`src/rtl/vga_timing_pkg.sv`:
```
// Shared VGA timing definitions.
// Holds the default 640x480@60 timing, the constants derived from it, and the
// coordinate type that the renderers use for DrawX/DrawY.
package vga_timing_pkg;

   localparam int H_ACTIVE_DEF = 640;
   localparam int H_FP_DEF     = 16;
   localparam int H_SYNC_DEF   = 96;
   localparam int H_BP_DEF     = 48;
   localparam int V_ACTIVE_DEF = 480;
   localparam int V_FP_DEF     = 10;
   localparam int V_SYNC_DEF   = 2;
   localparam int V_BP_DEF     = 33;

   localparam int H_TOTAL_DEF      = H_ACTIVE_DEF + H_FP_DEF + H_SYNC_DEF + H_BP_DEF;
   localparam int V_TOTAL_DEF      = V_ACTIVE_DEF + V_FP_DEF + V_SYNC_DEF + V_BP_DEF;
   localparam int H_SYNC_START_DEF = H_ACTIVE_DEF + H_FP_DEF;
   localparam int H_SYNC_END_DEF   = H_SYNC_START_DEF + H_SYNC_DEF;
   localparam int V_SYNC_START_DEF = V_ACTIVE_DEF + V_FP_DEF;
   localparam int V_SYNC_END_DEF   = V_SYNC_START_DEF + V_SYNC_DEF;

   typedef logic [9:0] coord_t;

   // True when an axis of the given total length can be counted in a coord_t.
   function automatic bit fits_coord(input int total);
      return (total >= 2) && (total <= 1024);
   endfunction

endpackage

```
`src/rtl/vga_timing_if.sv`:
```
// VGA raster bundle.
// master: driven by vga_timing_gen; slave: read by renderers / connector.
//   pixel_clk  Clk/2 toggle used as the renderers' vga_clk
//   hs, vs     active-low syncs
//   blank      1 = visible pixel
//   sync       composite sync, always 0
//   DrawX/Y    current scan position
//   frame_tick one-Clk pulse at the start of vertical blanking
interface vga_timing_if;
   import vga_timing_pkg::*;

   logic   pixel_clk;
   logic   hs;
   logic   vs;
   logic   blank;
   logic   sync;
   coord_t DrawX;
   coord_t DrawY;
   logic   frame_tick;

   modport master (
      output pixel_clk, hs, vs, blank, sync, DrawX, DrawY, frame_tick
   );

   modport slave (
      input pixel_clk, hs, vs, blank, sync, DrawX, DrawY, frame_tick
   );

endinterface

```
`src/rtl/vga_axis_counter.sv`:
```
// One raster axis: counts 0..TOTAL-1 and produces registered sync/active
// qualifiers that always describe the current count.
// Ports:
//   clk, srst  clock and synchronous active-high reset
//   en         advance by one position this cycle
//   count      current position (reset value TOTAL-1 so the first en lands on 0)
//   sync_n     0 while count is inside the sync pulse
//   active     1 while count is inside the visible region
//   wrap       combinational: en is high and count is about to return to 0
module vga_axis_counter
   import vga_timing_pkg::*;
#(
   parameter int ACTIVE = 640,
   parameter int FP     = 16,
   parameter int SYNC   = 96,
   parameter int BP     = 48
) (
   input  logic   clk,
   input  logic   srst,
   input  logic   en,
   output coord_t count,
   output logic   sync_n,
   output logic   active,
   output logic   wrap
);

   localparam int     TOTAL      = ACTIVE + FP + SYNC + BP;
   localparam int     SYNC_START = ACTIVE + FP;
   localparam int     SYNC_END   = SYNC_START + SYNC;
   localparam coord_t LAST       = coord_t'(TOTAL - 1);

   coord_t count_reg;
   coord_t count_next;
   logic   sync_n_reg;
   logic   active_reg;

   assign wrap = en && (count_reg == LAST);

   always_comb begin
      count_next = count_reg;
      if (en) begin
         count_next = (count_reg == LAST) ? '0 : count_reg + 1'b1;
      end
   end

   // Qualifiers are decoded from count_next so they change on the same edge
   // as the count they describe.
   always_ff @(posedge clk) begin
      if (srst) begin
         count_reg  <= LAST;
         sync_n_reg <= 1'b1;
         active_reg <= 1'b0;
      end else if (en) begin
         count_reg  <= count_next;
         sync_n_reg <= !((int'(count_next) >= SYNC_START) && (int'(count_next) < SYNC_END));
         active_reg <= int'(count_next) < ACTIVE;
      end
   end

   assign count  = count_reg;
   assign sync_n = sync_n_reg;
   assign active = active_reg;

endmodule

```
`src/rtl/vga_timing_gen.sv`:
```
// VGA raster generator.
// Derives the pixel clock from Clk, scans DrawX/DrawY, and produces the
// syncs, the visible-area qualifier and a per-frame tick for the renderers.
// Ports:
//   Clk    50 MHz system clock (only clock)
//   Reset  synchronous active-high reset
//   vga    vga_timing_if master: pixel_clk, hs, vs, blank, sync, DrawX,
//          DrawY, frame_tick
module vga_timing_gen
   import vga_timing_pkg::*;
#(
   parameter int H_ACTIVE = H_ACTIVE_DEF,
   parameter int H_FP     = H_FP_DEF,
   parameter int H_SYNC   = H_SYNC_DEF,
   parameter int H_BP     = H_BP_DEF,
   parameter int V_ACTIVE = V_ACTIVE_DEF,
   parameter int V_FP     = V_FP_DEF,
   parameter int V_SYNC   = V_SYNC_DEF,
   parameter int V_BP     = V_BP_DEF
) (
   input  logic         Clk,
   input  logic         Reset,
   vga_timing_if.master vga
);

   localparam int H_TOTAL = H_ACTIVE + H_FP + H_SYNC + H_BP;
   localparam int V_TOTAL = V_ACTIVE + V_FP + V_SYNC + V_BP;

   if (!fits_coord(H_TOTAL) || !fits_coord(V_TOTAL)) begin : g_bad_timing
      $error("vga_timing_gen: H_TOTAL/V_TOTAL must be in 2..1024");
   end

   logic   pixel_clk_reg;
   logic   pix_en;
   logic   v_en;
   logic   frame_tick_reg;
   coord_t h_count;
   coord_t v_count;
   logic   h_sync_n;
   logic   v_sync_n;
   logic   h_active;
   logic   v_active;
   logic   h_wrap;

   // Counters advance on the edge where pixel_clk falls, so the scan position
   // is stable across the renderers' rising pixel_clk edge.
   assign pix_en = pixel_clk_reg;
   assign v_en   = pix_en & h_wrap;

   always_ff @(posedge Clk) begin
      if (Reset) begin
         pixel_clk_reg <= 1'b0;
      end else begin
         pixel_clk_reg <= !pixel_clk_reg;
      end
   end

   vga_axis_counter #(
      .ACTIVE (H_ACTIVE),
      .FP     (H_FP),
      .SYNC   (H_SYNC),
      .BP     (H_BP)
   ) u_h_axis (
      .clk    (Clk),
      .srst   (Reset),
      .en     (pix_en),
      .count  (h_count),
      .sync_n (h_sync_n),
      .active (h_active),
      .wrap   (h_wrap)
   );

   // End of frame is implied by the horizontal wrap at the last line, so the
   // vertical wrap has no consumer here.
   vga_axis_counter #(
      .ACTIVE (V_ACTIVE),
      .FP     (V_FP),
      .SYNC   (V_SYNC),
      .BP     (V_BP)
   ) u_v_axis (
      .clk    (Clk),
      .srst   (Reset),
      .en     (v_en),
      .count  (v_count),
      .sync_n (v_sync_n),
      .active (v_active),
      .wrap   ()
   );

   // Raised on the edge that moves the scan to (0, V_ACTIVE); pix_en is never
   // high on two consecutive Clk cycles, so the pulse is one Clk wide.
   always_ff @(posedge Clk) begin
      if (Reset) begin
         frame_tick_reg <= 1'b0;
      end else begin
         frame_tick_reg <= v_en && (v_count == coord_t'(V_ACTIVE - 1));
      end
   end

   assign vga.pixel_clk  = pixel_clk_reg;
   assign vga.hs         = h_sync_n;
   assign vga.vs         = v_sync_n;
   assign vga.blank      = h_active & v_active;
   assign vga.sync       = 1'b0;
   assign vga.DrawX      = h_count;
   assign vga.DrawY      = v_count;
   assign vga.frame_tick = frame_tick_reg;

endmodule

```
`src/flat_wrapper.sv`:
```
// flat-port wrapper written by rule: the top's interface ports become plain ports
module vga_timing_gen_flat import vga_timing_pkg::*;
#(
   parameter int H_ACTIVE = H_ACTIVE_DEF,
   parameter int H_FP     = H_FP_DEF,
   parameter int H_SYNC   = H_SYNC_DEF,
   parameter int H_BP     = H_BP_DEF,
   parameter int V_ACTIVE = V_ACTIVE_DEF,
   parameter int V_FP     = V_FP_DEF,
   parameter int V_SYNC   = V_SYNC_DEF,
   parameter int V_BP     = V_BP_DEF
)
  (Clk, Reset, vga_pixel_clk, vga_hs, vga_vs, vga_blank, vga_sync, vga_DrawX, vga_DrawY, vga_frame_tick);
  vga_timing_if vga_i ();
  input  logic Clk;
  input  logic Reset;
  output wire logic [$bits(vga_i.pixel_clk)-1:0] vga_pixel_clk;
  output wire logic [$bits(vga_i.hs)-1:0] vga_hs;
  output wire logic [$bits(vga_i.vs)-1:0] vga_vs;
  output wire logic [$bits(vga_i.blank)-1:0] vga_blank;
  output wire logic [$bits(vga_i.sync)-1:0] vga_sync;
  output wire logic [$bits(vga_i.DrawX)-1:0] vga_DrawX;
  output wire logic [$bits(vga_i.DrawY)-1:0] vga_DrawY;
  output wire logic [$bits(vga_i.frame_tick)-1:0] vga_frame_tick;
  assign vga_pixel_clk = vga_i.pixel_clk;
  assign vga_hs = vga_i.hs;
  assign vga_vs = vga_i.vs;
  assign vga_blank = vga_i.blank;
  assign vga_sync = vga_i.sync;
  assign vga_DrawX = vga_i.DrawX;
  assign vga_DrawY = vga_i.DrawY;
  assign vga_frame_tick = vga_i.frame_tick;
  vga_timing_gen #(.H_ACTIVE(H_ACTIVE), .H_FP(H_FP), .H_SYNC(H_SYNC), .H_BP(H_BP), .V_ACTIVE(V_ACTIVE), .V_FP(V_FP), .V_SYNC(V_SYNC), .V_BP(V_BP)) u_core (.Clk(Clk), .Reset(Reset), .vga(vga_i));
endmodule
```
`config.mk`:
```
export PLATFORM = sky130hd
export DESIGN_NAME = vga_timing_gen_flat
export DESIGN_NICKNAME = d
export VERILOG_FILES = /design/src/rtl/vga_timing_pkg.sv /design/src/rtl/vga_timing_if.sv /design/src/rtl/vga_axis_counter.sv /design/src/rtl/vga_timing_gen.sv /design/src/flat_wrapper.sv
export SDC_FILE = /design/constraint.sdc
export NUM_CORES = 1
export LEC_CHECK = 0
export BUFFER_PORTS_ARGS = -buffer_cell sky130_fd_sc_hd__buf_4
export CORE_UTILIZATION = 58
export DETAILED_ROUTE_END_ITERATION = 12
export PLACE_DENSITY = 0.83
export SLEW_MARGIN = 15
export SYNTH_ARGS = -nofsm -noshare
export SYNTH_HDL_FRONTEND = slang
export SYNTH_SLANG_ARGS = --single-unit
```
`constraint.sdc`:
```
create_clock -name Clk -period 5.71 [get_ports Clk]
set_input_delay 1.713 -clock Clk [delete_from_list [all_inputs] [get_ports Clk]]
set_output_delay 1.713 -clock Clk [all_outputs]
set_load 0.02 [all_outputs]
```
### Word-level counts from Yosys, hierarchy flattened

Index checks and enable logic that the tools add are counted.
Widths: inputs -> output; s select.

| storage, ports and cells | value |
|---|---|
| bits in registers | 26 |
| latch bits | 0 |
| bits in writable memories | 0 |
| ROM bits | 0 |
| input bits | 2 |
| output and inout bits | 26 |
| word-level logic and storage cells | 32 |
| memories kept | 0 |

| operators by class | value |
|---|---|
| $add $sub $neg | 2 |
| $mul | 0 |
| divide/modulo/power cells | 0 |
| magnitude comparators | 6 |
| equality and inequality tests | 3 |
| shift-type cells | 0 |
| muxes and demuxes | 4 |
| bitwise logic cells | 2 |
| reduce and logical (&&, ||, !) cells | 7 |

Operators by type and width:

| operator | number |
|---|---|
| $mux 10 | 4 |
| $add 10x1->10 const B | 2 |
| $eq 10x10->1 const B | 2 |
| $lt 10x10->1 const B | 2 |
| $lt 10x9->1 const B | 2 |
| $eq 10x9->1 const B | 1 |
| $ge 10x10->1 const B | 1 |
| $ge 10x9->1 const B | 1 |
| $logic_and 1x1->1 | 4 |
| $logic_not 1->1 | 3 |
| $and 1x1->1 | 2 |

### Depth between registers and ports, before layout

| logic depth | value |
|---|---|
| depth after elaboration | 7 |
| gate-level depth with buffers | 8 |
| mapped depth without buffers | 7 |

### Cells and area by module

From an unflattened synthesis, not the netlist that was laid out.

| second synthesis, totals | value |
|---|---|
| cells, all modules | 182 |
| area total of the unflattened synthesis | 1547.7 um^2 |

By module, submodules not included:

| module | times used | cells an instance | area each (um^2) | sequential area each (um^2) |
|---|---|---|---|---|
| vga_axis_counter at u_core.u_h_axis | 1 | 92 | 777.0 | 240.2 |
| vga_axis_counter at u_core.u_v_axis | 1 | 78 | 665.6 | 240.2 |
| vga_timing_gen | 1 | 12 | 105.1 | 40.0 |

### Least setup slack after synthesis

OpenSTA, ideal clock, no wires.

| timing | value |
|---|---|
| kind | input -> register |
| from | input port Reset |
| to | register u_core.u_v_axis.sync_n_reg (netlist: u_core.u_v_axis.sync_n) |
| setup time | 131 ps |
| arrival | 2672 ps |
| required time | 5579 ps |
| path slack | 2907 ps |
| cell stages on the path | 4 |
| path buffers | 1 |
| path through | clkbuf_1 -> or4b_1 -> a311oi_1 -> a31oi_1 |

RTL lines:

| what | line | source |
|---|---|---|
| start: declaration | flat_wrapper.sv:16 | `input logic Reset;` |
| end signal: assignment | vga_axis_counter.sv:55 | `sync_n_reg <= !((int'(count_next) >= SYNC_START) && (int'(count_next) < SYNC_END));` |
| end: declaration | vga_axis_counter.sv:34 | `logic sync_n_reg;` |

### Final worst setup path

| timing | value |
|---|---|
| from | register u_core.u_h_axis.count_reg[5] (netlist: u_core.u_h_axis.count[5]) |
| to | output port vga_DrawX[5] |

RTL lines:

| what | line | source |
|---|---|---|
| start: declaration | vga_axis_counter.sv:32 | `coord_t count_reg;` |
| start signal: assignment | vga_axis_counter.sv:54 | `count_reg <= count_next;` |
| end: declaration | flat_wrapper.sv:22 | `output wire logic [$bits(vga_i.DrawX)-1:0] vga_DrawX;` |

No word-level cell between the ends.

==> reports/metrics.csv <==
metric;value;unit
dp_hpwl;2.30;mm
worst_hold_slack;511;ps
grt_pass1_wl;5.29;mm
max_clock_freq;0.349;GHz
ir_drop;0.164;mV
htreeDepth;1;
die_area;2620;µm²
hold_class;flip-flop to flip-flop;
outcome;completed;
first_iter_violations;48;
area_growth;15.9;%
crit_chain;buf_4;
final_nets;194;
track_usage;0.268;
dp.cells;212;
place_congestion;0.883;
vias;1352;
setup_viol;0;
worstPathArrival;1150;ps
n_antenna_cell;0;
worstPathRequired;4000;ps
synth_cells;167;
ys_seq_area_frac;0.370;
coreArea;2250;µm²
netlist_area;1410;µm²
drc_errors;0;
synthFlopType;dfxtp_1;
clock_latency;340;ps
pin_count;28;
synth_edf_count;0;
drive_above_1_share;0.207;
ys_ff_latch;26;
wire_per_inst;15.0;µm
worst-path-buf-inv;1;
rows;17;
cts_made_buffers;3;
crit_path_end_kind;output pin;
grt_pass1_vias;1166;
yosys_warnings;0;
p_leak;0.000616;µW
period_share;0.501;
critPathLaunchType;flip-flop;
first_pass_iters;4;
cts_setup_buffers;0;
setup_tns;0;ps
via_per_inst;6.26;
ys_async_sr_fraction;0;
antenna_found_initial;0;
total_power;425;µW
cts_tree;built;
worst_slew_pin_slew;717;ps
maxSlewHeadroom;0.518;
cts_buffer_depth;2;
path_class;flip-flop to output pin;
cts_resized;0;
ant_nets;0;
path_delay_family;flip-flops;
initial_utilization;0.623;
port-buffer-count;26;
holdBufCountCts;0;
clock-sinks;26;
layout.cells.non_filler;216;
globalRouteOverflowTotal;0;
finalCriticalPeriod;2860;ps
ctsRootBufferMaster;clkbuf_4;
cellPowerDensity;261;nW/µm²
hold_viol;0;
drv_slew;0;
syn_area_per_cell;8.41;µm²
die_x;51.2;µm
ys_types;45;
critPathSlowestCell;dfxtp_1;
drv_cap;0;
die_y;51.2;µm
wirelength;3.24;mm
clkTransAtPathRegs;140;ps
critPathMaxStageDelay;600;ps
grt_setup_unrepaired;no;
syn_nets;172;
grt_max_degree;29;
worstPathMaxFanout;12;
skew;12.5;ps
==> worst paths after layout <==
path | from | to | slack [ps] | depth (start not counted)
max | u_core.u_h_axis.count[5] | vga_DrawX[5] | 2850 | 1
min | u_core.u_v_axis.active | u_core.u_v_axis.active | 510 | 2
max reg2reg | u_core.u_h_axis.count[3] | u_core.u_v_axis.sync_n | 3130 | 5
min reg2reg | u_core.u_v_axis.active | u_core.u_v_axis.active | 510 | 2
==> power breakdown <==
group	internal [µW]	switching, µW
logic	46.6	66.1
clock network	39.1	59.1
registers	194	19.9
total	280	145
==> cell usage in the layout (no fill, tap or decap), types with 2 or more instances in the layout <==
cell	synthesis	routed
a211o_1	3	3
a21oi_1	6	6
a31oi_1	5	5
and2_1	5	5
and3_1	3	3
buf_4	1	27
clkbuf_4	0	3
dfxtp_1	26	26
ha_1	3	3
inv_1	9	9
nand2_1	10	10
nand2b_1	2	2
nand3_1	5	5
nand3b_1	3	3
nand4_1	4	4
nor2_1	18	18
nor3_1	8	8
nor4_1	4	4
o21ai_0	5	5
o31a_1	2	2
o31ai_1	4	4
or2_2	2	2
or4_1	2	2
or4_4	3	3
xnor2_1	5	5
xor2_1	3	3
==> stage by stage <==
stage | worst slack [ps] | util | cell area [µm²]
final | 2850 | 0.723 | 1630
after global routing | 2770 | 0.723 | 1630
after CTS | 2850 | 0.723 | 1630
after detailed placement | 2740 | 0.706 | 1590
after floorplan | 2910 | - | 1410
after global placement | 2830 | 0.706 | 1590
==> synthesized netlist by cell type (2+ instances only) <==
cell       n  share of area
xnor2_1    5          0.031
nor2_1    18          0.048
nor4_1     4          0.018
or4_1      2          0.011
clkbuf_1   7          0.019
a31oi_1    5          0.022
or2_2      2         0.0089
a21oi_1    6          0.021
and2_1     5          0.022
nand2b_1   2         0.0089
xor2_1     3          0.019
nand3b_1   3          0.016
dfxtp_1   26           0.37
o31a_1     2          0.012
ha_1       3          0.027
and3_1     3          0.013
o21ai_0    5          0.018
nand3_1    5          0.018
nor3_1     8          0.028
nand4_1    4          0.018
nand2_1   10          0.027
o31ai_1    4          0.021
or4_4      3          0.024
a211o_1    3          0.019
inv_1      9          0.024
==> layer usage <==
layer | vias to the layer above | global-route usage | routed length [µm]
met2 | 68 | 0.410 | 1480
li1 | 650 | - | -
met1 | 630 | 0.383 | 1420
met4 | 0 | 0.0676 | 41
met5 | - | 0 | 0
met3 | 4 | 0.0536 | 306
==> cell families (layout without fill, tap and decap cells) <==
kind of cell    count (synthesis)  after routing  share of synthesized area
other cells                     1              1                    0.00267
flops                          26             26                      0.370
buf+inv                        19             40                     0.0597
compound gates                 34             34                      0.174
fa+ha+maj                       3              3                     0.0267
xor+xnor                        8              8                     0.0499
simple gates                   76             76                      0.317
==> area by class of cell <==
type / count / area [µm²]
clock buffers: 4 / 36.3
repair buffers: 27 / 203
well taps: 28 / 35.0
fillers: 183 / 626
flip-flops and latches: 26 / 520
multi-input cells: 122 / 801
inverters: 9 / 33.8
==> worst register-to-register path: cells and delay by family (launching register included) <==
kind             cells  cell delay (ps)
flip-flops           1              440
AO/OA/AOI/OAI        2              430
AND/OR/NAND/NOR      3             1610
No activity file was read; power rests on OpenSTA's default activity.
